## src/rtl/foreign_pfx_decoder.sv

```systemverilog
// x86 prefix/escape/opcode/ModRM/SIB pre-decoder. A two-register pipeline: a scan stage
// captures the window decode, and a classify stage registers the results plus a subreg table bit.
module foreign_pfx_decoder #(
  parameter int unsigned WIN_BYTES = 8,
  parameter int unsigned TBL_WORDS = 16
) (
  input  logic                   clk,
  input  logic                   rst,
  input  logic                   is64,
  input  logic                   in_valid,
  output logic                   in_ready,
  input  logic [8*WIN_BYTES-1:0] in_bytes,
  input  logic                   flush,
  input  logic                   tbl_we,
  input  logic [3:0]             tbl_waddr,
  input  logic [63:0]            tbl_wdata,
  output logic                   out_valid,
  input  logic                   out_ready,
  output logic [7:0]             out_opcode,
  output logic [1:0]             out_map,
  output logic [1:0]             out_rep,
  output logic                   out_lock,
  output logic                   out_asz,
  output logic [4:0]             out_rex,
  output logic [3:0]             out_len,
  output logic [7:0]             out_modrm,
  output logic [7:0]             out_sib,
  output logic [5:0]             out_flags,
  output logic                   out_err
);

  typedef enum logic [1:0] {
    PH_PFX,
    PH_ESC,
    PH_OPC
  } scan_ph_e;

  typedef struct packed {
    logic [7:0] opcode;
    logic [1:0] map;
    logic [1:0] rep;
    logic       lock;
    logic       asz;
    logic [4:0] rex;
    logic [3:0] len;
    logic [7:0] modrm;
    logic [7:0] sib;
    logic       modrm_in;
    logic       sib_in;
    logic       err;
  } s1_t;

  s1_t         s1_d, s1_q;
  logic        s1_v_d, s1_v_q;
  logic        s2_v_d, s2_v_q;
  logic        s2_load, accept, adv;
  scan_ph_e    ph;
  logic        found;
  logic [7:0]  b;
  logic [63:0] tbl_q [TBL_WORDS];
  logic [9:0]  tidx;
  logic [63:0] trow;
  logic        subreg, has_sib, rip_rel, no_base, no_index, trunc;
  logic [5:0]  flags_d;

  // Scan: once the opcode is found, later bytes are ignored; a missing opcode zeroes everything.
  always_comb begin
    s1_d  = '0;
    ph    = PH_PFX;
    found = 1'b0;
    b     = '0;
    for (int unsigned k = 0; k < WIN_BYTES; k++) begin
      b = in_bytes[8*k +: 8];
      if (!found) begin
        case (ph)
          PH_PFX: begin
            case (b)
              8'h66: begin s1_d.rep = 2'd1; s1_d.rex = '0; end
              8'hF2: begin s1_d.rep = 2'd2; s1_d.rex = '0; end
              8'hF3: begin s1_d.rep = 2'd3; s1_d.rex = '0; end
              8'hF0: begin s1_d.lock = 1'b1; s1_d.rex = '0; end
              8'h67: begin s1_d.asz = 1'b1; s1_d.rex = '0; end
              8'h2E, 8'h36, 8'h3E, 8'h26, 8'h64, 8'h65: s1_d.rex = '0;
              8'h0F: begin s1_d.map = 2'd1; ph = PH_ESC; end
              default: begin
                if (is64 && (b[7:4] == 4'h4)) begin
                  s1_d.rex = {1'b1, b[3:0]};
                end else begin
                  s1_d.opcode = b;
                  s1_d.len    = 4'(k + 1);
                  found       = 1'b1;
                end
              end
            endcase
          end
          PH_ESC: begin
            if (b == 8'h38) begin
              s1_d.map = 2'd2;
              ph       = PH_OPC;
            end else if (b == 8'h3A) begin
              s1_d.map = 2'd3;
              ph       = PH_OPC;
            end else begin
              s1_d.opcode = b;
              s1_d.len    = 4'(k + 1);
              found       = 1'b1;
            end
          end
          default: begin
            s1_d.opcode = b;
            s1_d.len    = 4'(k + 1);
            found       = 1'b1;
          end
        endcase
      end
    end
    for (int unsigned k = 0; k < WIN_BYTES; k++) begin
      if (found && (k == 32'(s1_d.len)))       s1_d.modrm = in_bytes[8*k +: 8];
      if (found && (k == 32'(s1_d.len) + 1))   s1_d.sib   = in_bytes[8*k +: 8];
    end
    s1_d.modrm_in = found && (32'(s1_d.len) < WIN_BYTES);
    s1_d.sib_in   = found && (32'(s1_d.len) + 1 < WIN_BYTES);
    if (!found) begin
      s1_d     = '0;
      s1_d.err = 1'b1;
    end
  end

  always_comb begin
    tidx     = {s1_q.map, s1_q.opcode};
    trow     = tbl_q[tidx[9:6]];
    subreg   = trow[tidx[5:0]];
    has_sib  = (s1_q.modrm[7:6] != 2'b11) && (s1_q.modrm[2:0] == 3'b100);
    rip_rel  = (s1_q.modrm[7:6] == 2'b00) && (s1_q.modrm[2:0] == 3'b101);
    no_base  = has_sib && (s1_q.modrm[7:6] == 2'b00) && (s1_q.sib[2:0] == 3'b101);
    no_index = has_sib && (s1_q.sib[5:3] == 3'b100) && !s1_q.rex[1];
    trunc    = !s1_q.modrm_in || (has_sib && !s1_q.sib_in);
    flags_d  = s1_q.err ? '0 : {subreg, has_sib, rip_rel, no_base, no_index, trunc};
  end

  assign s2_load   = !s2_v_q || out_ready;
  assign in_ready  = !s1_v_q || s2_load;
  assign accept    = in_valid && in_ready && !flush;
  assign adv       = s1_v_q && s2_load && !flush;
  assign out_valid = s2_v_q;

  always_comb begin
    s1_v_d = s1_v_q;
    s2_v_d = s2_v_q;
    if (flush) begin
      s1_v_d = 1'b0;
      s2_v_d = 1'b0;
    end else begin
      if (s2_load) s2_v_d = s1_v_q;
      if (accept)       s1_v_d = 1'b1;
      else if (s2_load) s1_v_d = 1'b0;
    end
  end

  always_ff @(posedge clk or posedge rst) begin
    if (rst) begin
      s1_v_q     <= 1'b0;
      s2_v_q     <= 1'b0;
      s1_q       <= '0;
      out_opcode <= '0;
      out_map    <= '0;
      out_rep    <= '0;
      out_lock   <= 1'b0;
      out_asz    <= 1'b0;
      out_rex    <= '0;
      out_len    <= '0;
      out_modrm  <= '0;
      out_sib    <= '0;
      out_flags  <= '0;
      out_err    <= 1'b0;
    end else begin
      s1_v_q <= s1_v_d;
      s2_v_q <= s2_v_d;
      if (accept) s1_q <= s1_d;
      if (adv) begin
        out_opcode <= s1_q.opcode;
        out_map    <= s1_q.map;
        out_rep    <= s1_q.rep;
        out_lock   <= s1_q.lock;
        out_asz    <= s1_q.asz;
        out_rex    <= s1_q.rex;
        out_len    <= s1_q.len;
        out_modrm  <= s1_q.modrm;
        out_sib    <= s1_q.sib;
        out_flags  <= flags_d;
        out_err    <= s1_q.err;
      end
    end
  end

  // The lookup reads tbl_q before this edge's write lands, so a same-cycle write is not seen.
  always_ff @(posedge clk or posedge rst) begin
    if (rst) begin
      for (int unsigned w = 0; w < TBL_WORDS; w++) tbl_q[w] <= '0;
    end else if (tbl_we) begin
      tbl_q[tbl_waddr] <= tbl_wdata;
    end
  end

endmodule

```

## config.mk

```make
export PLATFORM = sky130hd
export DESIGN_NAME = foreign_pfx_decoder
export DESIGN_NICKNAME = d
export VERILOG_FILES = /design/src/rtl/foreign_pfx_decoder.sv
export SDC_FILE = /design/constraint.sdc
export NUM_CORES = 2
export LEC_CHECK = 0
export ABC_AREA = 1
export CORE_UTILIZATION = 45
export DETAILED_ROUTE_END_ITERATION = 10
export PLACE_DENSITY = 0.6
export SLEW_MARGIN = 20
export SYNTH_ARGS = -nofsm -noshare
export SYNTH_HDL_FRONTEND = slang
export SYNTH_SLANG_ARGS = --single-unit
```

## constraint.sdc

```tcl
create_clock -name clk -period 44.9 [get_ports clk]
set_input_delay 11.225 -clock clk [delete_from_list [all_inputs] [get_ports clk]]
set_output_delay 11.225 -clock clk [all_outputs]
set_load 0.02 [all_outputs]
```

# After elaboration in Yosys (flattened, before gate mapping)
# Cells that the tools add are included.
[word_totals]
register_bits = 1114
input_bits = 139
[classes]
addsub = 1
order_cmp = 6
eq_ne = 144
muxes = 261
n_bitwise = 2
n_reduce_logical = 74
[op_table]
columns = ["operator", "count"]
rows = [
  ["1024-bit bitwise mux", 1],
  ["8-bit by 6-bit equality test with 1-bit output (second input constant)", 46],
  ["8-bit two-way mux", 46],
  ["64-bit binary-select mux with 4-bit select", 1],
  ["64-bit demux with 4-bit select", 1],
  ["8-bit by 7-bit equality test with 1-bit output (second input constant)", 32],
  ["8-bit equality test (second input constant)", 24],
  ["64-bit two-way mux", 3],
  ["23-bit two-way mux", 7],
  ["3-bit by 32-bit equality test with 1-bit output (first input constant)", 4],
  ["4-bit two-way mux", 28],
  ["8-bit one-hot mux with 2 select lines", 7],
  ["12-bit OR reduction", 8],
  ["2-bit two-way mux", 44],
  ["11-bit OR reduction", 7],
  ["5-bit one-hot mux with 2 select lines", 7],
  ["2-bit by 32-bit equality test with 1-bit output (first input constant)", 2],
  ["8-bit by 4-bit equality test with 1-bit output (second input constant)", 8],
  ["9-bit two-way mux", 7],
  ["1-bit two-way mux", 62],
  ["4-bit one-hot mux with 2 select lines", 7],
  ["2-bit one-hot mux with 2 select lines", 13],
  ["2-bit one-hot mux with 3 select lines", 8],
  ["5-bit two-way mux", 9],
  ["27 further kinds", 106],
]

# Longest topological paths before layout
[depth]
depth_word = 44
depth_mapped = 34
mapped_depth_nobuf = 34

# Worst setup path after synthesis
# Ideal clock, no wire load.
[synth_timing]
path_kind = "input to output"
start = "in out_ready"
end = "out in_ready"
t_arrival_ps = 11555
t_required_ps = 33675
setup_slack_ps = 22120
stages = 2
path_buffers = 0
cell_sequence = "nor2_1 -> nand2_1"
[synth_between]
elab_chain_cells = 2
[synth_rtl]
columns = ["item", "line_no", "rtl"]
rows = [
  ["from (decl)", "18", "input logic out_ready,"],
  ["1-bit logical OR", "141", "assign s2_load = !s2_v_q || out_ready;"],
  ["1-bit logical OR", "142", "assign in_ready = !s1_v_q || s2_load;"],
  ["to (decl)", "11", "output logic in_ready,"],
]
# No other way between the ends.

# Final worst setup path
# Same ends and word-level chain as after synthesis.

==> results.txt <==
- Outcome: complete, no violations
* I/O pin count: 187
- Vias in the first global route: 44210
* Fraction of synthesized cell area taken by the top area cell type: 52.34%
- Net switching power figure: 0.8624 mW
- Post-CTS timing repair inserted 0 buffers for setup.
- In this run the power density over the cells is 47.78 nW/µm².
- Number of buffers added to fix hold violations after cts: 0
- Worst Max-Slew Pin Slew: 1.108 ns
- Total global routing track utilization: 28.31%
- Counting along the longest clock path gives a buffer depth of 3.
* Area enclosed by the die boundary: 119700 µm²
- The die is 346.0 µm wide.
- EDFF count, synth: 0
- Average vias per placed instance: 5.818
- Crit path launch type: input port
* Post-detailed-route wirelength per cell: 21.17 µm
- Cell chain of the critical path: clkdlybuf4s50_1 > nor2_1 > nand2_1 > clkdlybuf4s50_1
* Maximum frequency from static timing analysis: 0.04215 GHz
- Sorting the synthesized cells by area gives the leading types as dfrtp_1 52%, o21ai_0 15%, nand2_1 7.8%, nor2_1 7.7%, o22ai_1 3.8%.
- For this design the static power due to leakage is 26.60 nW.
- Starting Density: 45.59%
* Post-Synthesis Net Count: 6840
* Net switching fraction of the power: 30.32%
- The number of hold-slack violations in the final timing report was 0.
* Shortest period the worst path allows: 23.72 ns
* Number of H-tree branching levels: 3
* Number of nets in the final layout: 6657
- VDD sags by at most 33.91 µV.
- Timing analysis after detailed placement gives a worst setup slack of 21.15 ns.
* CTS root buf: clkbuf_16
- The total overflow left after global routing is 0.
- Number of filler instances in the final layout: 11290
* Remaining number of nets flagged by the antenna check after routing: 0
- For this block, the via count after detailed routing is 47300.
- After detailed routing, the total wire length is 172.1 mm.
- The first routing iteration left 4856 violations.
- The wire-length estimate of the detail-placed layout is 94.00 mm.
- Sequential cell fraction of total power: 46.4%
- Across all setup checks in the final design, the least slack found is 21.18 ns.
* Source-to-sink clock delay at the later pin of the worst-skew pair: 0.74 ns
- Relative to the synthesized area, the layout overhead comes to 11.75%.
- Cell with the largest stage delay on the worst path: clkdlybuf4s50_1
- In the synthesized netlist, the number of instances is 6701.
- Post-synth top flop: dfrtp_1
- Synth async-reset ratio: 100.0%
- At the worst endpoint, the required time is 33.68 ns.
* Count of final setup violators: 0
* Die Y-Extent: 346.0 µm
* Fin area: 59520 µm²
- Cells with a size suffix above 1 make up 5.450% of the layout.
* Resized cells post-CTS: 0
* Library cell with the largest summed area after synthesis: dfrtp_1
* Endpoint type of the worst setup path: primary output
- Unique masters post-synth: 54
- The setup path with the least slack is of type input port to primary output.
* Relative slew margins: 26.14%
- Count of max-cap constraint violations: 0
- The commonest cells after synthesis are 1546 x o21ai_0, 1114 x dfrtp_1, 1103 x nand2_1.
* Number of clock sinks: 1114
* Setup Total Neg Slack: 0 ns
- # DRC: 0
* Clock-pin transition on the worst setup and hold timing paths: 0.06 ns
- The region available for standard cell placement spans 116800 µm².
* Total CTS buffers: 116
- Fraction of the yosys area taken by sequential cells: 52.34%
- Leading cell type by number of instances after synthesis: o21ai_0
- Input/output buffers: 186
- The final-report max-slew violation count was 0.
* Clock tree from TritonCTS: built
* Setup repair after global routing missed its margin: no
- In this design, the critical path's most frequently occurring cell is clkdlybuf4s50_1.
* Initial antenna violation count: 2
- Biggest fanout along the worst timing path: 3
* Antenna Cells: 0
- The internal power of the cells totals 1.982 mW.
- The mapped netlist covers 53260 µm².
- Post-route clock skew: 0.03406 ns
- Per report_power, the clock group accounts for 34.4% of the total.
- For this run, the detailed router's first-pass iteration total came to 6.
- Number of warnings reported in the yosys synthesis log: 0
* Part of the power in combinational logic: 19.3%
* Final worst-path cycle share: 52.84%
- The first global-routing pass estimated 266.6 mm of wire.
- Worst Path Arrival: 12.50 ns
* Site Rows: 125
- The min-delay analysis places its worst path in the category flop to flop.
- Post-placement cell area: 55670 µm²
- Maximum number of pins on one net before global-route repair: 186
- Critical Path Max Stage Delay: 0.55 ns
- Synthesized area divided by synthesized cell count: 7.949 µm²
- Routability Congestion: 0.9740
* Total of flip-flops plus latches after synthesis: 1114
[per-stage QoR]
stage | instances | hold WS (ns) | utilization [%] | power, mW
5_1_grt | 8130 | 0.4952 | 50.95 | 3.001
3_5_place_dp | 7924 | 0.4631 | 47.65 | 1.878
6_report | 8130 | 0.4759 | 50.95 | 2.844
2_1_floorplan | 6701 | 0.4478 | - | 1.707
3_3_place_gp | 7924 | 0.4582 | 47.65 | 1.863
4_1_cts | 8130 | 0.4793 | 50.95 | 2.858
[placed cells by master, fill, tap and decap left out, types with 31 or more instances in the layout]
cell type        count
nor2_1            1087
inv_1              238
nand3_1            101
clkbuf_8            31
clkdlybuf4s50_1    186
clkbuf_16          116
nor3_1              32
buf_4               56
o22ai_1            326
nand2_1           1095
o21ai_0           1546
dfrtp_1           1109
o221ai_1            37
o211ai_1            55
a21oi_1            290
[per-layer routing]
layer	global-route usage, %	wire length, µm	vias to the layer above
met5	0	0	-
met2	43.57	76350	1649
met3	4.893	12260	284
li1	-	-	22270
met1	40.97	78840	23100
met4	8.063	4697	0
[state kept, by name, indices dropped and copies added (netlist names)]
register and flops:
out_err 1, out_lock 1, s1_q 42, out_rex 5
out_rep 2, out_opcode 8, out_flags 6, out_valid 1
s1_v_q 1, out_map 2, out_asz 1, out_modrm 8
out_len 4, tbl_q 1024, out_sib 8
[power by group through the flow]
stage	Sequential [mW]	Clock (mW)	Combinational [mW]
after floorplan	1.32	0	0.388
after global placement	1.33	0	0.536
after detailed placement	1.33	0	0.546
after CTS	1.32	0.995	0.547
after global routing	1.34	1.03	0.624
final	1.32	0.978	0.548
[critical path: cells and delay by family]
| family | cells | cell delay (ns) |
|---|---|---|
| buf+inv | 2 | 0.96 |
| simple gates | 2 | 0.30 |
[path summary, 6_finish.rpt]
kind,from,to,slack (ns),cells after the start
hold reg to reg,out_rex[2]$_DFFE_PP0P_,out_rex[2]$_DFFE_PP0P_,0.48,2
setup / recovery,out_ready,in_ready,21.18,4
setup reg to reg,s1_q[40]$_DFFE_PP0P_,out_flags[5]$_DFFE_PP0P_,39.87,13
hold / removal,out_rex[2]$_DFFE_PP0P_,out_rex[2]$_DFFE_PP0P_,0.48,2
min in group asynchronous,rst,tbl_q[52]$_DFFE_PP0P_,11.12,2
max in group asynchronous,rst,out_len[0]$_DFFE_PP0P_,29.97,6
[cell type report]
type	count	area (µm²)	area share, %
tap	1524	1907	3.204
inverter	276	1066	1.791
multi-input combinational	4762	22400	37.64
clock inverter	31	416.7	0.7000
sequential	1114	27890	46.86
timing repair buffer	248	2402	4.036
clock buffer	175	3435	5.770
[cell families after synthesis]
logic type             after synthesis  share of synthesized area, %
AO/OA/AOI/OAI                     2324                         23.48
multiplexers                         1                       0.01879
AND/OR/NAND/NOR                   2437                         18.31
buffers and inverters              825                         5.851
flip-flops                        1114                         52.34
(Power assumes the default switching activity.)
